File: config.mk
export PLATFORM = sky130hd
export DESIGN_NAME = fifo_sync_param
export DESIGN_NICKNAME = d
export VERILOG_FILES = /design/src/rtl/fifo_sync_param.sv
export SDC_FILE = /design/constraint.sdc
export NUM_CORES = 1
export LEC_CHECK = 0
export ABC_AREA = 1
export BUFFER_PORTS_ARGS = -buffer_cell sky130_fd_sc_hd__buf_2
export CELL_PAD_IN_SITES_DETAIL_PLACEMENT = 2
export CELL_PAD_IN_SITES_GLOBAL_PLACEMENT = 2
export CORE_MARGIN = 4
export CORE_UTILIZATION = 38
export DETAILED_ROUTE_END_ITERATION = 8
export GPL_TIMING_DRIVEN = 1
export PLACE_DENSITY_LB_ADDON = 0.1
export SYNTH_ARGS = -nofsm -noshare
export SYNTH_HDL_FRONTEND = slang
export SYNTH_SLANG_ARGS = --single-unit
export TNS_END_PERCENT = 5
File: constraint.sdc
create_clock -name CLOCK -period 1.8 [get_ports CLOCK]
set_clock_uncertainty 0.15 [all_clocks]
set_input_delay 0.45 -clock CLOCK [delete_from_list [all_inputs] [get_ports CLOCK]]
set_output_delay 0.45 -clock CLOCK [all_outputs]
set_load 0.01 [all_outputs]
File: src/rtl/fifo_sync_param.sv
// Parametrised single-clock FIFO with counter-based occupancy, almost-full/empty flags and
// synchronous flush. Define FIFO_ERR_FLAGS_EN to add sticky OVF/UDF error flags.
module fifo_sync_param #(
  parameter int unsigned WIDTH    = 8,
  parameter int unsigned DEPTH    = 32,
  parameter int unsigned AF_LEVEL = DEPTH - 4,
  parameter int unsigned AE_LEVEL = 4
) (
  input  logic                   CLOCK,
  input  logic                   RESET_N,
  input  logic                   CLEAR_N,
  input  logic                   WRITE,
  input  logic                   READ,
  input  logic [WIDTH-1:0]       DATA_IN,
  output logic [WIDTH-1:0]       DATA_OUT,
  output logic                   F_FULL_N,
  output logic                   F_EMPTY_N,
  output logic                   F_AFULL_N,
  output logic                   F_AEMPTY_N,
  output logic [$clog2(DEPTH):0] USE_DW
`ifdef FIFO_ERR_FLAGS_EN
  ,
  output logic                   OVF,
  output logic                   UDF
`endif
);

  localparam int unsigned AW = $clog2(DEPTH);
  localparam int unsigned CW = AW + 1;

  localparam logic [CW-1:0] CntFull       = CW'(DEPTH);
  localparam logic [CW-1:0] CntAlmostFull = CW'(DEPTH - 1);
  localparam logic [CW-1:0] CntOne        = CW'(1);
  localparam logic [CW-1:0] CntAf         = CW'(AF_LEVEL);
  localparam logic [CW-1:0] CntAe         = CW'(AE_LEVEL);
  localparam logic          AfullNRst     = (AF_LEVEL != 0);

  typedef enum logic [1:0] {
    StEmpty   = 2'd0,
    StPartial = 2'd1,
    StFull    = 2'd2
  } state_e;

  state_e           state_q;
  logic [AW-1:0]    wptr_q, rptr_q;
  logic [CW-1:0]    count_q, count_d;
  logic             empty_n_q, full_n_q;
  logic             afull_n_q, aempty_n_q;
  logic [WIDTH-1:0] dout_q;
  logic [WIDTH-1:0] mem_q [DEPTH];
  logic             rd_acc, wr_acc;

  // A write into a full FIFO is still accepted when a read frees the slot on the same edge.
  always_comb begin
    rd_acc = CLEAR_N & READ & (state_q != StEmpty);
    wr_acc = CLEAR_N & WRITE & ((state_q != StFull) | rd_acc);
  end

  always_comb begin
    count_d = count_q;
    if (!CLEAR_N) begin
      count_d = '0;
    end else if (wr_acc && !rd_acc) begin
      count_d = count_q + CntOne;
    end else if (rd_acc && !wr_acc) begin
      count_d = count_q - CntOne;
    end
  end

  always_ff @(posedge CLOCK or negedge RESET_N) begin
    if (!RESET_N) begin
      wptr_q  <= '0;
      rptr_q  <= '0;
      count_q <= '0;
    end else if (!CLEAR_N) begin
      wptr_q  <= '0;
      rptr_q  <= '0;
      count_q <= '0;
    end else begin
      if (wr_acc) wptr_q <= wptr_q + AW'(1);
      if (rd_acc) rptr_q <= rptr_q + AW'(1);
      count_q <= count_d;
    end
  end

  // Control FSM; empty/full outputs are registered alongside the state.
  always_ff @(posedge CLOCK or negedge RESET_N) begin
    if (!RESET_N) begin
      state_q   <= StEmpty;
      empty_n_q <= 1'b0;
      full_n_q  <= 1'b1;
    end else if (!CLEAR_N) begin
      state_q   <= StEmpty;
      empty_n_q <= 1'b0;
      full_n_q  <= 1'b1;
    end else begin
      case (state_q)
        StEmpty: begin
          if (wr_acc) begin
            state_q   <= StPartial;
            empty_n_q <= 1'b1;
          end
        end
        StPartial: begin
          if (wr_acc && !rd_acc && (count_q == CntAlmostFull)) begin
            state_q  <= StFull;
            full_n_q <= 1'b0;
          end else if (rd_acc && !wr_acc && (count_q == CntOne)) begin
            state_q   <= StEmpty;
            empty_n_q <= 1'b0;
          end
        end
        StFull: begin
          if (rd_acc && !wr_acc) begin
            state_q  <= StPartial;
            full_n_q <= 1'b1;
          end
        end
        default: begin
          state_q   <= StEmpty;
          empty_n_q <= 1'b0;
          full_n_q  <= 1'b1;
        end
      endcase
    end
  end

  // Threshold flags look at the next count so they change on the same edge as USE_DW.
  always_ff @(posedge CLOCK or negedge RESET_N) begin
    if (!RESET_N) begin
      afull_n_q  <= AfullNRst;
      aempty_n_q <= 1'b0;
    end else begin
      afull_n_q  <= ~(count_d >= CntAf);
      aempty_n_q <= ~(count_d <= CntAe);
    end
  end

  always_ff @(posedge CLOCK) begin
    if (wr_acc) mem_q[wptr_q] <= DATA_IN;
  end

  // Read-before-write: with a full FIFO read and write hit the same slot, old data is returned.
  always_ff @(posedge CLOCK or negedge RESET_N) begin
    if (!RESET_N) begin
      dout_q <= '0;
    end else if (rd_acc) begin
      dout_q <= mem_q[rptr_q];
    end
  end

`ifdef FIFO_ERR_FLAGS_EN
  logic ovf_q, udf_q;

  always_ff @(posedge CLOCK or negedge RESET_N) begin
    if (!RESET_N) begin
      ovf_q <= 1'b0;
      udf_q <= 1'b0;
    end else if (!CLEAR_N) begin
      ovf_q <= 1'b0;
      udf_q <= 1'b0;
    end else begin
      if (WRITE && !wr_acc) ovf_q <= 1'b1;
      if (READ && !rd_acc)  udf_q <= 1'b1;
    end
  end

  assign OVF = ovf_q;
  assign UDF = udf_q;
`endif

  assign DATA_OUT   = dout_q;
  assign F_FULL_N   = full_n_q;
  assign F_EMPTY_N  = empty_n_q;
  assign F_AFULL_N  = afull_n_q;
  assign F_AEMPTY_N = aempty_n_q;
  assign USE_DW     = count_q;

`ifndef SYNTHESIS
  a_empty_agrees: assert property (@(posedge CLOCK) disable iff (!RESET_N)
    F_EMPTY_N == (count_q != '0));
  a_full_agrees: assert property (@(posedge CLOCK) disable iff (!RESET_N)
    F_FULL_N == (count_q != CntFull));
  a_count_bound: assert property (@(posedge CLOCK) disable iff (!RESET_N)
    count_q <= CntFull);
`endif

endmodule

==> run metrics <==
DR WL/cell=25.7 µm; cells after synthesis=1051; Fillers=between 3000 and 4000; Clock Power Share=33.5%; fin crit period=2.00 ns; sequential share of the synthesized area=70.6%; gr ovfl total=0; clk_lat worst skew=0.52 ns; Post-synth top cells=edfxtp_1, nor2_1, nand2_1; Chip Height=between 150 and 200 µm; setup tns final=-1.47 ns; final wirelength=42.0 mm; num ports=31; Area growth syn-to-layout=29.8%; highest clock rate=between 0.4 and 0.5 GHz; clk root buf=clkbuf_16; H-tree levels=2; total clock buffers created by CTS=34; R2R cell count=9; Max Cap Viol=0; NumNets Final=1230; gpl congestion=0.779; DP Wirelength=25.6 mm; RSZ-0062 raised after global routing=true; Mapped Nets=between 1000 and 1500; Seq. cell area=around 8400 µm²; final slew viol count=0; hold depth=4; Net Sw Power=6.02 mW; Logic pwr share=27.2%; largest net degree at the start of global routing=41; Max Buffers Root-to-Sink=3; vias in the first global route=10000; CP Class=reg -> reg; most frequent cell after synthesis=edfxtp_1; drt pass-1 iters=5; overall power=19.5 mW; Worst Hold Class=in -> reg; maximum fanout along the worst path=17; Yosys top cell area share=64.3%; Yosys reg bits=around 290; chip width=185 µm; multi-input logic area=3500 µm²; Vias/cell=5.47; CTS tree=done; layout cells sized above 1=27.4%; Die ar.=34400 µm²; Slew HR=between 40 and 50%; first-pass GRT wire length=between 60 and 70 mm; Avg Inst Size Synth=between 10 and 15 µm²; Placed Cells=1541; n_diodes=0; Seq pwr share=39.3%; Fin. Hold Viols=0; DR DRC count=0; All-Layer GR Usage=23.9%; final setup fails=9; Critical Path Start Type=flop; Clock Pin Slew Worst Setup and Hold Paths=roughly 0.060 ns; Setup WS post-layout=-0.204 ns; Hold WS=0.253 ns; Ys Warns=0; initial drt markers=570; Pint=13.5 mW; Critical Path RT=about 2.1 ns; # clock sinks=286; Starting Density=38.8%; core area=between 30000 and 40000 µm²; initial antenna violation count=0; peak supply drop=0.859 mV; prevailing post-synth register cell=edfxtp_1; Post-synth ARST share=10.5%; IO buf count=30; post-synthesis cell area=12000 µm²; switching portion of total power=between 30% and 40%; failing checks=negative setup slack; number of synthesized flops with an enable pin=256; Critical Path End Type=flop; Final Cycle Share=111%; leading area contributor after synthesis=edfxtp_1; top area cells in the synthesized netlist=edfxtp_1, nor2_1, dfrtp_1, o21ai_0, nand2_1; vias after detailed routing=8924; Cell variety after synth=32; Finished Layout Cells=1631; antenna viol nets, final=0; utilization after layout=50.3%; Power Dens Cells=about 1300 nW/µm²; Worst Tran Pin Value=0.859 ns; WP data arrival=~2.3 ns; P_leak=5.85 nW; # rows=64; status=finished, violations left
kinds of logic (layout without fill, tap and decap cells):
logic type	count (synthesis)	after routing	share of synthesized area [%]
xor+xnor	3	3	0.220
simple gates	459	459	15.7
compound gates	194	194	8.97
fa+ha+maj	8	8	0.837
buf+inv	101	285	3.69
flops	286	286	70.6
final timing paths:
path | start | endpoint | slack [ns]
max | rptr_q[0] | DATA_OUT[2] | -0.20
min | CLEAR_N | USE_DW[0] | 0.25
max reg2reg | rptr_q[0] | DATA_OUT[2] | -0.20
min reg2reg | DATA_OUT[0] | DATA_OUT[0] | 0.33
max in group asynchronous | RESET_N | rptr_q[0] | 0.71
min in group asynchronous | RESET_N | USE_DW[1] | 0.36
critical path, stage by stage (launching register included):
cell and delay [ns]:
dfrtp_4 0.58, clkinv_8 0.10, buf_12 0.14, buf_12 0.16, nor2_1 0.05, o211ai_1 0.28
nand3_2 0.21, nand2_2 0.12, nand3_1 0.08, nand2_1 0.07
cells in the final DEF (no fill, tap or decap), drive strengths merged, types with 5 or more instances in the layout:
cell type,count
o211ai,32
nand4,5
ha,8
o22ai,5
nand2,143
clkinv,14
nor3,10
nand3,78
a21oi,19
or2,8
o21ai,135
dfrtp,28
buf,167
inv,45
edfxtp,256
clkbuf,54
nor2,213
sequential cells by signal, indices dropped and copies added, names as in the netlist:
name,cells
mem_q,256
state_q,2
F_AEMPTY_N,1
F_EMPTY_N,1
wptr_q,5
rptr_q,5
DATA_OUT,8
USE_DW,6
F_AFULL_N,1
F_FULL_N,1
power groups by stage:
| stage | combinational [mW] | clock (mW) | sequential, mW |
|---|---|---|---|
| finish | 5.30 | 6.54 | 7.67 |
| global route | 5.75 | 6.96 | 7.70 |
| CTS | 4.42 | 6.69 | 7.64 |
| detailed placement | 3.93 | 0 | 7.76 |
| global placement | 3.77 | 0 | 7.75 |
| floorplan | 2.03 | 0 | 7.76 |
through the flow:
step,worst slack (ns),instance area [µm²]
5_1_grt,-0.292,15500
6_report,-0.204,15500
3_3_place_gp,-0.428,13400
2_1_floorplan,-0.0903,12000
4_1_cts,-0.210,14800
3_5_place_dp,-0.449,13400
area by class of cell:
cell class,count,share of cell area [%]
clock buffers,47,5.99
clock inverters,15,0.734
inverters,47,1.24
multi-input cells,664,22.5
flip-flops and latches,286,54.4
well taps,396,3.19
repair buffers,176,11.9
metal layers:
metal | up-vias | wire, µm | GRT usage [%]
met2 | 180 | 21000 | 41.7
li1 | 4021 | - | -
met3 | 58 | 1410 | 2.91
met4 | 0 | 1190 | 6.90
met5 | - | 0 | 0
met1 | 4665 | 18400 | 31.5
repair_timing:
item                                   4_1_cts  5_1_grt
hold buffers                                 1        0
buffers inserted                             5       14
cloned                                       3        7
endpoints found under the hold margin       28        0
resized for setup                           53      156
setup endpoints to repair                   70      270
pin swaps                                   16       56
No activity file was read; power rests on OpenSTA's default activity.
